File: config.mk
export PLATFORM = sky130hd
export DESIGN_NAME = hazard_ctrl
export DESIGN_NICKNAME = d
export VERILOG_FILES = /design/src/rtl/hazard_ctrl.sv
export SDC_FILE = /design/constraint.sdc
export NUM_CORES = 1
export LEC_CHECK = 0
export ABC_AREA = 0
export CAP_MARGIN = 10
export CORE_ASPECT_RATIO = 0.8
export CORE_MARGIN = 2
export CORE_UTILIZATION = 40
export CTS_BUF_LIST = sky130_fd_sc_hd__clkbuf_8
export CTS_CLUSTER_SIZE = 20
export DETAILED_ROUTE_END_ITERATION = 8
export PLACE_DENSITY = 0.74
export SYNTH_ARGS = -nofsm -noshare
export SYNTH_HDL_FRONTEND = slang
export SYNTH_SLANG_ARGS = --single-unit
File: constraint.sdc
create_clock -name clk -period 4.4 [get_ports clk]
set_input_delay 0.88 -clock clk [delete_from_list [all_inputs] [get_ports clk]]
set_output_delay 0.88 -clock clk [all_outputs]
set_load 0.01 [all_outputs]
File: src/rtl/hazard_ctrl.sv
// Pipeline hazard controller: load-use bubbles, branch flushes and
// ret-target wait with timeout, plus a saturating stall counter.
module hazard_ctrl #(
  parameter int unsigned LOAD_STALL_CYCLES = 1,
  parameter int unsigned RET_TIMEOUT       = 15
) (
  input  logic        clk,
  input  logic        rst_n,
  input  logic        id_valid,
  input  logic [3:0]  id_rs,
  input  logic [3:0]  id_rt,
  input  logic        id_uses_rs,
  input  logic        id_uses_rt,
  input  logic        id_is_ret,
  input  logic        ex_mem_to_reg,
  input  logic        ex_reg_write,
  input  logic [3:0]  ex_reg_rd,
  input  logic        ex_pc_src,
  input  logic        ex_pc_update_done,
  output logic        hazard,
  output logic        flush_ifid,
  output logic        flush_idex,
  output logic [1:0]  hz_state,
  output logic        ret_timeout_err,
  output logic [15:0] stall_cycles
);

  typedef enum logic [1:0] {
    RUN    = 2'd0,
    LSTALL = 2'd1,
    RWAIT  = 2'd2,
    BAD    = 2'd3
  } st_t;

  localparam logic [1:0] LS_INIT  = 2'(LOAD_STALL_CYCLES - 1);
  localparam logic [7:0] RET_LAST = 8'(RET_TIMEOUT - 1);

  st_t        state, state_nx;
  logic [1:0] remaining, remaining_nx;
  logic [7:0] ret_cnt, ret_cnt_nx;
  logic       err_set;
  logic       hz_c, fi_c, fe_c;

  logic rs_hit, rt_hit, load_use;
  logic pc_go, lu_go, rt_go, timeout;

  assign rs_hit   = id_uses_rs & (id_rs == ex_reg_rd);
  assign rt_hit   = id_uses_rt & (id_rt == ex_reg_rd);
  assign load_use = id_valid & ex_mem_to_reg & ex_reg_write
                  & (ex_reg_rd != 4'd0) & (rs_hit | rt_hit);

  // Mutually exclusive RUN decisions encode the priority order.
  assign pc_go   = ex_pc_src;
  assign lu_go   = ~ex_pc_src & load_use;
  assign rt_go   = ~ex_pc_src & ~load_use & id_valid & id_is_ret;
  assign timeout = (ret_cnt == RET_LAST) & ~ex_pc_update_done;

  always_ff @(posedge clk or negedge rst_n) begin
    if (!rst_n) begin
      state           <= RUN;
      remaining       <= 2'd0;
      ret_cnt         <= 8'd0;
      ret_timeout_err <= 1'b0;
      stall_cycles    <= 16'd0;
    end else begin
      state     <= state_nx;
      remaining <= remaining_nx;
      ret_cnt   <= ret_cnt_nx;
      if (err_set)
        ret_timeout_err <= 1'b1;
      if (hazard && stall_cycles != 16'hFFFF)
        stall_cycles <= stall_cycles + 16'd1;
    end
  end

  always_comb begin
    state_nx     = state;
    remaining_nx = remaining;
    ret_cnt_nx   = ret_cnt;
    err_set      = 1'b0;
    case (state)
      RUN: begin
        unique case (1'b1)
          pc_go: state_nx = RUN;
          lu_go: begin
            if (LOAD_STALL_CYCLES > 1) begin
              state_nx     = LSTALL;
              remaining_nx = LS_INIT;
            end else begin
              state_nx = RUN;
            end
          end
          rt_go: begin
            state_nx   = RWAIT;
            ret_cnt_nx = 8'd0;
          end
          default: state_nx = RUN;
        endcase
      end
      LSTALL: begin
        remaining_nx = remaining - 2'd1;
        if (remaining <= 2'd1)
          state_nx = RUN;
      end
      RWAIT: begin
        if (ex_pc_update_done) begin
          state_nx = RUN;
        end else if (timeout) begin
          state_nx = RUN;
          err_set  = 1'b1;
        end else begin
          ret_cnt_nx = ret_cnt + 8'd1;
        end
      end
      default: state_nx = RUN;
    endcase
  end

  always_comb begin
    hz_c = 1'b0;
    fi_c = 1'b0;
    fe_c = 1'b0;
    case (state)
      RUN: begin
        unique case (1'b1)
          pc_go: begin
            fi_c = 1'b1;
            fe_c = 1'b1;
          end
          lu_go: begin
            hz_c = 1'b1;
            fe_c = 1'b1;
          end
          rt_go: hz_c = 1'b1;
          default: ;
        endcase
      end
      LSTALL: begin
        hz_c = 1'b1;
        fe_c = 1'b1;
      end
      RWAIT: begin
        if (ex_pc_update_done || timeout) begin
          fi_c = 1'b1;
          fe_c = 1'b1;
        end else begin
          hz_c = 1'b1;
          fe_c = 1'b1;
        end
      end
      default: ;
    endcase
  end

  // Reset masks the Mealy outputs even though RUN would still decode inputs.
  assign hazard     = hz_c & rst_n;
  assign flush_ifid = fi_c & rst_n;
  assign flush_idex = fe_c & rst_n;
  assign hz_state   = state;

endmodule

==> metrics.txt, run 1 <==
top_reg_cell synth=dfrtp_1; fmax=265 MHz; Clock Sinks=26; startpoint types=primary input; Die Ht=57.5 µm; hold wc startpoint=ret_timeout_err$_DFFE_PN0P_; Seq cells post-synth=26; syn avg cell area=10.7 µm²; Worst Path Arrival=2.90 ns; largest family of logic cells by synthesized area=simple AND/OR/NAND/NOR gates; routed len/inst=13.8 µm; Tightest Hold Check Type=reg2reg; WHS Path Cells=1; DR pass1 iterations=4; initial antenna violation count=0; DR vias/cell=5.09; Crit. End Element=primary output; count of pins over their slew limit=0; drt total wl=3050 µm; GR Util met1=0.216; CTS tree=yes; vias in the first global route=1132; Nets=205; port bufs=42; period utilization=0.859; clk slew on worst S/H paths=0.09 ns; area fraction of the dominant cell type after synthesis=0.454; RSZ-0062 raised after global routing=no; 1st-iter DRT viols=45; # DRC=0; Final Hold Vio Count=0; met3 Track Usage GR=0.0442; leakage=0.000838 µW; Synth Area in XOR/XNOR=0.171; Synth area leader=dfrtp_1; I/O pins=44; Fin Setup TNS=0 ns; first-pass GRT wire length=5180 µm; adder-cell area share of the yosys netlist=0.0262; post-synthesis compound-gate area fraction=0.0603; Max IR drop VDD=290 µV; grt peak-use layer=met2; vias=1124; Max clock buf depth=2; Post-CTS Resized=0; post-synthesis cell count=134; post-synthesis mux area share=0.0227; row cnt=19; met2 Use GR=0.258; CP Class=in2out; post-cts hold buffer count=0; total of max-cap violations=0; reg2reg start=ret_cnt[0]$_DFFE_PN0P_; Synth Area in Simple Gates=0.242; share of cells above drive strength 1=0.0838; status=completed; GRT overflow=0; sequential share of the synthesized area=0.454; FF-to-FF End=ret_cnt[7]$_DFFE_PN0P_; RD Place Congestion=0.916; largest net degree at the start of global routing=20; Cell Pwr Density=332 nW/µm²; Die Wd=70.9 µm; TritonCTS Buffers=3; DIE AREA=4080 µm²; clk_lat worst skew=0.27 ns; area delta synth->final=37.2%; Least-Margin Pin Slew=0.568 ns; Slew Limit Headroom=0.620; Crit Path Max Fanout=3; Initial Util=0.418; Global Route Usage Sum=0.160; fillcell total=279; WP data required=3.52 ns; minimum clock period=3.78 ns; Setup violations, final=0; clk_skew=0.00644 ns; syn nets=159; share of async-settable or async-resettable flops after synthesis=1.00; H-tree depth=1; reg-to-reg slack, setup=2.15 ns; post-CTS setup buffers=0; Synthesis Warnings=0; worst hold endpoint=ret_timeout_err$_DFFE_PN0P_; # diodes=0; EDFF count, synth=0; final core utilization=0.574; Mapped Area=1430 µm²; CORE AREA=3420 µm²; top cells by area, synth=dfrtp_1 45%, xnor2_1 9.2%, xor2_1 7.9%; ANT nets after route=0; clock root buffer master=clkbuf_8; Synth cell types=35; DPL Wire Length=2390 µm; r2r worst-path depth=9
synth_stat cells, types with 3 or more instances:
| master | number |
|---|---|
| dfrtp_1 | 26 |
| nand2_1 | 12 |
| nor3_1 | 3 |
| ha_1 | 3 |
| xnor2_1 | 15 |
| nand3_1 | 7 |
| nor2_1 | 10 |
| inv_1 | 3 |
| xor2_1 | 13 |
| and3_1 | 3 |
| and4_1 | 3 |
| nand4_1 | 10 |
flip-flops by register name (all words and copies together), names as in the netlist:
signal           count
hz_state             1
ret_cnt              8
ret_timeout_err      1
stall_cycles        16
area by class of cell:
class	count	area (µm²)	area share
multi-input cells	103	752	0.383
flip-flops and latches	26	651	0.331
repair buffers	43	428	0.218
well taps	42	52.6	0.0267
clock buffers	3	41.3	0.0210
clock inverters	1	30.0	0.0153
inverters	3	11.3	0.00573
power breakdown:
part	internal (µW)	switching [µW]	total, µW
Clock	122	77.5	199
Sequential	265	40.4	305
Combinational	87.0	61.2	148
Total	473	179	653
logic make-up (layout without fill, tap and decap cells):
family | after synthesis | in the layout
buffers and inverters | 5 | 50
adders and majority gates | 3 | 3
DFF | 26 | 26
AOI/OAI and AO/OA | 9 | 9
other | 1 | 1
xor gates and xnor gates | 28 | 28
and+or+nand+nor | 59 | 59
muxes | 3 | 3
critical path, cell delays in order:
cell             delay [ns]
clkdlybuf4s50_1        0.46
xor2_1                 0.18
nor3_1                 0.20
nand4_1                0.15
a31oi_1                0.34
o21a_1                 0.15
clkdlybuf4s50_1        0.53
layer usage:
layer | vias to the layer above | share of wire
met1 | 547 | 0.47
met3 | 4 | 0.040
met5 | - | 0
met4 | 0 | 0.0072
li1 | 553 | -
met2 | 20 | 0.48
cells in the final DEF, fill, tap and decap left out:
| cell | n |
|---|---|
| o21a_1 | 2 |
| nor3_2 | 1 |
| nor3_1 | 3 |
| ha_1 | 3 |
| or2_1 | 1 |
| nor3_4 | 1 |
| inv_1 | 3 |
| buf_4 | 1 |
| mux2_1 | 2 |
| nand2_1 | 12 |
| nand4_2 | 1 |
| a21o_1 | 1 |
| nor2_1 | 10 |
| nand4_1 | 10 |
| nand3_1 | 7 |
| dfrtp_1 | 26 |
| nor4_1 | 1 |
| or4b_4 | 1 |
| xor2_1 | 13 |
| xnor2_1 | 15 |
| and3_1 | 3 |
| o21ba_4 | 1 |
| o41ai_1 | 1 |
| mux2i_1 | 1 |
| conb_1 | 1 |
| and4_1 | 3 |
| a31oi_1 | 1 |
| o21ai_1 | 1 |
| nand3_2 | 2 |
| bufinv_16 | 1 |
| or2_2 | 1 |
| clkdlybuf4s50_1 | 42 |
| o31ai_4 | 1 |
| clkbuf_8 | 3 |
| nor2b_2 | 1 |
| o22ai_1 | 1 |
| nor2b_1 | 1 |
per-stage QoR:
| stage | instances | worst slack (ns) | area, µm² | total power [µW] | hold slack, ns |
|---|---|---|---|---|---|
| 2_1_floorplan | 134 | 1.74 | 1430 | 373 | 0.493 |
| 6_report | 221 | 0.620 | 1970 | 653 | 0.474 |
| 3_3_place_gp | 217 | 0.694 | 1890 | 452 | 0.439 |
| 3_5_place_dp | 217 | 0.611 | 1890 | 459 | 0.459 |
| 4_1_cts | 221 | 0.609 | 1970 | 659 | 0.480 |
| 5_1_grt | 221 | 0.484 | 1970 | 688 | 0.500 |
worst max path at each step:
stage,start,cells past startpoint,slack (ns),endpoint
after floorplan,ex_reg_rd[0],5,1.74,hazard
after global placement,ex_reg_rd[0],7,0.69,hazard
after global routing,ex_reg_rd[0],7,0.48,hazard
final,ex_reg_rd[0],7,0.62,hazard
after CTS,ex_reg_rd[0],7,0.61,hazard
after detailed placement,ex_reg_rd[0],7,0.61,hazard
Power figures use the tool's default switching activity.
==> inputs of run 2 (changes only) <==
--- a/config.mk
+++ b/config.mk
@@ -7,13 +7,15 @@
 export LEC_CHECK = 0
 export ABC_AREA = 0
 export CAP_MARGIN = 10
+export CELL_PAD_IN_SITES_DETAIL_PLACEMENT = 1
+export CELL_PAD_IN_SITES_GLOBAL_PLACEMENT = 1
 export CORE_ASPECT_RATIO = 0.8
 export CORE_MARGIN = 2
-export CORE_UTILIZATION = 40
+export CORE_UTILIZATION = 37
 export CTS_BUF_LIST = sky130_fd_sc_hd__clkbuf_8
 export CTS_CLUSTER_SIZE = 20
 export DETAILED_ROUTE_END_ITERATION = 8
-export PLACE_DENSITY = 0.74
+export PLACE_DENSITY = 0.87
 export SYNTH_ARGS = -nofsm -noshare
 export SYNTH_HDL_FRONTEND = slang
 export SYNTH_SLANG_ARGS = --single-unit
==> constraint.sdc (replaced) <==
create_clock -name clk -period 4.3 [get_ports clk]
set_input_delay 0.86 -clock clk [delete_from_list [all_inputs] [get_ports clk]]
set_output_delay 0.86 -clock clk [all_outputs]
set_load 0.01 [all_outputs]
==> metrics.txt, run 2 (synthesis results as in run 1) <==
Crit. End Element=primary output (unchanged); DPL Wire Length=3040 µm (was 2390 µm); row cnt=20 (was 19); commonest non-fill, non-tap cells in the layout=42 x clkdlybuf4s50_1, 26 x dfrtp_1, 15 x xnor2_1, 13 x xor2_1, 12 x nand2_1 (unchanged); Tightest Hold Check Type=reg2reg (unchanged); DIE AREA=4390 µm² (was 4080 µm²); WP data required=3.44 ns (was 3.52 ns); CP peak stage delay=0.53 ns (about the same); share of cells above drive strength 1=0.0838 (unchanged); Clock Sinks=26 (unchanged); Worst Path Arrival=3.02 ns (was 2.90 ns); clock root buffer master=clkbuf_8 (unchanged); RD Place Congestion=0.816 (was 0.916); Final Hold Vio Count=0 (unchanged); CORE AREA=3750 µm² (was 3420 µm²); Initial Util=0.382 (was 0.418); port bufs=42 (unchanged); RSZ-0062 raised after global routing=no (unchanged); Fin Setup TNS=0 ns (unchanged); fmax=258 MHz; area delta synth->final=35.8% (was 37.2%); commonest non-fill, non-tap cell in the layout=clkdlybuf4s50_1 (unchanged); ANT nets after route=0 (unchanged); status=completed (unchanged); Die Wd=73.6 µm (was 70.9 µm); count of pins over their slew limit=0 (unchanged); biggest regs=stall_cycles x16, ret_cnt x8 (unchanged); Crit Path Max Fanout=3 (unchanged); cells along the critical path=clkdlybuf4s50_1, xor2_1, nor3_1, nand4_1, a31oi_1, o21a_1, clkdlybuf4s50_1 (unchanged); Die Ht=59.7 µm (was 57.5 µm); vias in the first global route=1284 (was 1132); Biggest register=stall_cycles (unchanged); I/O pins=44 (unchanged); GRT overflow=0 (unchanged); post-cts hold buffer count=0 (unchanged); Global Route Usage Sum=0.186 (was 0.160); drt total wl=3790 µm (was 3050 µm); Slew Limit Headroom=0.641 (was 0.620); startpoint types=primary input (unchanged); max reg flops=16 (unchanged); Post-CTS Resized=0 (unchanged); first-pass GRT wire length=6180 µm (was 5180 µm); CTS tree=yes (unchanged); TritonCTS Buffers=3 (unchanged); clk slew on worst S/H paths=0.09 ns (about the same); Setup violations, final=0 (unchanged); Least-Margin Pin Slew=0.536 ns (was 0.568 ns); 1st-iter DRT viols=53 (was 45); clk_skew=0.00310 ns (was 0.00644 ns); vias=1164 (was 1124); Crit-path slowest cell=clkdlybuf4s50_1 (unchanged); # DRC=0 (unchanged); CP Class=in2out (unchanged); initial antenna violation count=0 (unchanged); Max clock buf depth=2 (unchanged); clk_lat worst skew=0.26 ns (was 0.27 ns); leakage=0.000829 µW (was 0.000838 µW); final core utilization=0.518 (was 0.574); post-CTS setup buffers=0 (unchanged); largest net degree at the start of global routing=19 (was 20); Max IR drop VDD=267 µV (was 290 µV); DR vias/cell=5.22 (was 5.09); DR pass1 iterations=4 (unchanged); period utilization=0.903; H-tree depth=1 (unchanged); Nets=206 (was 205); total of max-cap violations=0 (unchanged); # diodes=0 (unchanged); routed len/inst=17.0 µm (was 13.8 µm); minimum clock period=3.88 ns; Cell Pwr Density=313 nW/µm² (was 332 nW/µm²); cell mode on critical path=clkdlybuf4s50_1 (unchanged)
==> run 2: cell type report <==
type | count | area, µm²
Tap cell | 44 | 55.1
Sequential cell | 26 | 651
Inverter | 3 | 11.3
Multi-Input combinational cell | 103 | 752
Timing Repair Buffer | 44 | 435
Fill cell | 416 | 1810
Clock buffer | 3 | 41.3
==> run 2: layer usage <==
metal  track usage  vias up  share of wire
met4        0.0182        0         0.0079
met5             0        -              0
met2         0.348       19           0.53
met3        0.0388        4          0.027
li1              -      556              -
met1         0.229      585           0.44
==> run 2: critical path: cells and delay by family <==
kind                      cells  cell delay (ns)
buffers and inverters         2             1.01
xor gates and xnor gates      1             0.20
and+or+nand+nor               2             0.35
AOI/OAI and AO/OA             2             0.60
==> run 2: stage by stage <==
step / total power, µW / hold slack, ns / area (µm²) / setup slack [ns] / instances
floorplan: 382 / 0.493 / 1430 / 1.68 / 134
global placement: 463 / 0.440 / 1900 / 0.622 / 220
detailed placement: 479 / 0.450 / 1900 / 0.411 / 220
CTS: 617 / 0.470 / 1950 / 0.375 / 223
global route: 643 / 0.482 / 1950 / 0.306 / 223
finish: 610 / 0.467 / 1950 / 0.418 / 223
==> run 2: path summary, 6_finish.rpt <==
path                                             start                      endpoint  slack (ns)  cells after the start
max                                       ex_reg_rd[0]                        hazard        0.42                      7
min                        ret_timeout_err$_DFFE_PN0P_   ret_timeout_err$_DFFE_PN0P_        0.47                      1
max reg2reg                     ret_cnt[0]$_DFFE_PN0P_        ret_cnt[7]$_DFFE_PN0P_        1.95                      9
min reg2reg                ret_timeout_err$_DFFE_PN0P_   ret_timeout_err$_DFFE_PN0P_        0.47                      1
max in group asynchronous                        rst_n   stall_cycles[3]$_DFFE_PN0P_        3.15                      2
min in group asynchronous                        rst_n  stall_cycles[15]$_DFFE_PN0P_        0.93                      2
==> run 2: power breakdown <==
group	switching [µW]	total, µW	internal [µW]	leakage, µW
Clock	72.4	135	62.7	0.0000216
Sequential	44.0	315	271	0.000354
Combinational	68.9	160	90.7	0.000454
Total	185	610	424	0.000829
==> inputs of run 3 (changes only) <==
==> constraint.sdc (replaced) <==
create_clock -name clk -period 4.4 [get_ports clk]
set_input_delay 0.88 -clock clk [delete_from_list [all_inputs] [get_ports clk]]
set_output_delay 0.88 -clock clk [all_outputs]
set_load 0.01 [all_outputs]
==> metrics.txt, run 3 (synthesis results as in run 1) <==
Setup violations, final=0 (unchanged); # DRC=0 (unchanged); port bufs=42 (unchanged); r2r worst-path depth=9 (unchanged); DIE AREA=4390 µm² (unchanged); H-tree depth=1 (unchanged); WHS Path Cells=1 (unchanged); vias in the first global route=1305 (was 1284); FF-to-FF End=ret_cnt[7]$_DFFE_PN0P_ (unchanged); Global Route Usage Sum=0.189 (was 0.186); DPL Wire Length=2880 µm (was 3040 µm); Final Hold Vio Count=0 (unchanged); CTS tree=yes (unchanged); Least-Margin Pin Slew=0.541 ns (was 0.536 ns); Post-CTS Resized=0 (unchanged); Worst Path Arrival=2.95 ns (was 3.02 ns); Nets=205 (was 206); CORE AREA=3750 µm² (unchanged); commonest non-fill, non-tap cells in the layout=42 x clkdlybuf4s50_1, 26 x dfrtp_1, 15 x xnor2_1, 13 x xor2_1, 12 x nand2_1 (unchanged); clk_skew=0.00800 ns (was 0.00310 ns); GRT overflow=0 (unchanged); worst hold endpoint=ret_timeout_err$_DFFE_PN0P_ (unchanged); RD Place Congestion=0.816 (about the same); Fin Setup TNS=0 ns (unchanged); fmax=261 MHz; post-CTS setup buffers=0 (unchanged); count of pins over their slew limit=0 (unchanged); max reg flops=16 (unchanged); TritonCTS Buffers=3 (unchanged); clk_lat worst skew=0.27 ns (was 0.26 ns); ANT nets after route=0 (unchanged); row cnt=20 (unchanged); period utilization=0.871; Max clock buf depth=2 (unchanged); clk slew on worst S/H paths=0.09 ns (about the same); reg-to-reg slack, setup=2.07 ns (was 1.95 ns); DR pass1 iterations=2 (was 4); Crit. End Element=primary output (unchanged); leakage=0.000831 µW (was 0.000829 µW); Clock Sinks=26 (unchanged); CP Class=in2out (unchanged); # diodes=0 (unchanged); startpoint types=primary input (unchanged); RSZ-0062 raised after global routing=no (unchanged); Tightest Hold Check Type=reg2reg (unchanged); share of cells above drive strength 1=0.0838 (unchanged); largest net degree at the start of global routing=32 (was 19); Slew Limit Headroom=0.638 (was 0.641); Die Wd=73.6 µm (unchanged); hold wc startpoint=ret_timeout_err$_DFFE_PN0P_ (unchanged); clock root buffer master=clkbuf_8 (unchanged); Biggest register=stall_cycles (unchanged); final core utilization=0.520 (was 0.518); Cell Pwr Density=316 nW/µm² (was 313 nW/µm²); I/O pins=44 (unchanged); area delta synth->final=36.2% (was 35.8%); initial antenna violation count=0 (unchanged); Max IR drop VDD=307 µV (was 267 µV); first-pass GRT wire length=6310 µm (was 6180 µm); Die Ht=59.7 µm (unchanged); CP Launch Point=ex_reg_rd[3] (was ex_reg_rd[0]); drt total wl=3750 µm (was 3790 µm); vias=1181 (was 1164); routed len/inst=16.8 µm (was 17.0 µm); post-cts hold buffer count=0 (unchanged); minimum clock period=3.83 ns; 1st-iter DRT viols=28 (was 53); WP data required=3.52 ns (was 3.44 ns); reg2reg start=ret_cnt[0]$_DFFE_PN0P_ (unchanged); status=completed (unchanged); Crit Path Max Fanout=3 (unchanged); commonest non-fill, non-tap cell in the layout=clkdlybuf4s50_1 (unchanged); biggest regs=stall_cycles x16, ret_cnt x8 (unchanged); Initial Util=0.382 (unchanged); total of max-cap violations=0 (unchanged); fillcell total=416 (unchanged); DR vias/cell=5.30 (was 5.22)
## run 3: metrics by stage
stage          instance area [µm²]  setup slack, ns  power [µW]  cells  hold WS, ns
4_1_cts                       1950            0.560         624    223        0.480
2_1_floorplan                 1430             1.74         373    134        0.493
6_report                      1950            0.568         617    223        0.479
5_1_grt                       1950            0.459         654    223        0.508
3_5_place_dp                  1900            0.568         464    219        0.459
3_3_place_gp                  1900            0.679         452    219        0.440
## run 3: per-layer routing
metal | up-vias | global-route usage | routed length, µm
met4 | 0 | 0.0260 | 7
met1 | 603 | 0.230 | 1600
li1 | 556 | - | -
met5 | - | 0 | 0
met3 | 2 | 0.0438 | 106
met2 | 20 | 0.351 | 2040
## run 3: final cells by class
class	instances	area (µm²)	share of cell area
timing repair buffer	43	428	0.219
tap	44	55.1	0.0282
multi-input combinational	103	752	0.385
clock buffer	4	55.1	0.0282
inverter	3	11.3	0.00577
sequential	26	651	0.333
## run 3: power breakdown
group | switching, µW | internal (µW) | total [µW]
Clock | 75.6 | 80.0 | 156
Sequential | 43.6 | 265 | 308
Combinational | 65.2 | 88.1 | 153
Total | 184 | 433 | 617
## run 3: worst max path at each step
stage	depth (start not counted)	to	slack [ns]
final	7	hazard	0.57
after global routing	7	hazard	0.46
after CTS	7	hazard	0.56
after detailed placement	7	hazard	0.57
after global placement	7	hazard	0.68
after floorplan	5	hazard	1.74
## run 3: worst max-delay path: stages
cell             delay [ns]
clkdlybuf4s50_1        0.48
xor2_1                 0.20
nor3_1                 0.21
nand4_1                0.16
a31oi_1                0.32
o21a_1                 0.16
clkdlybuf4s50_1        0.53
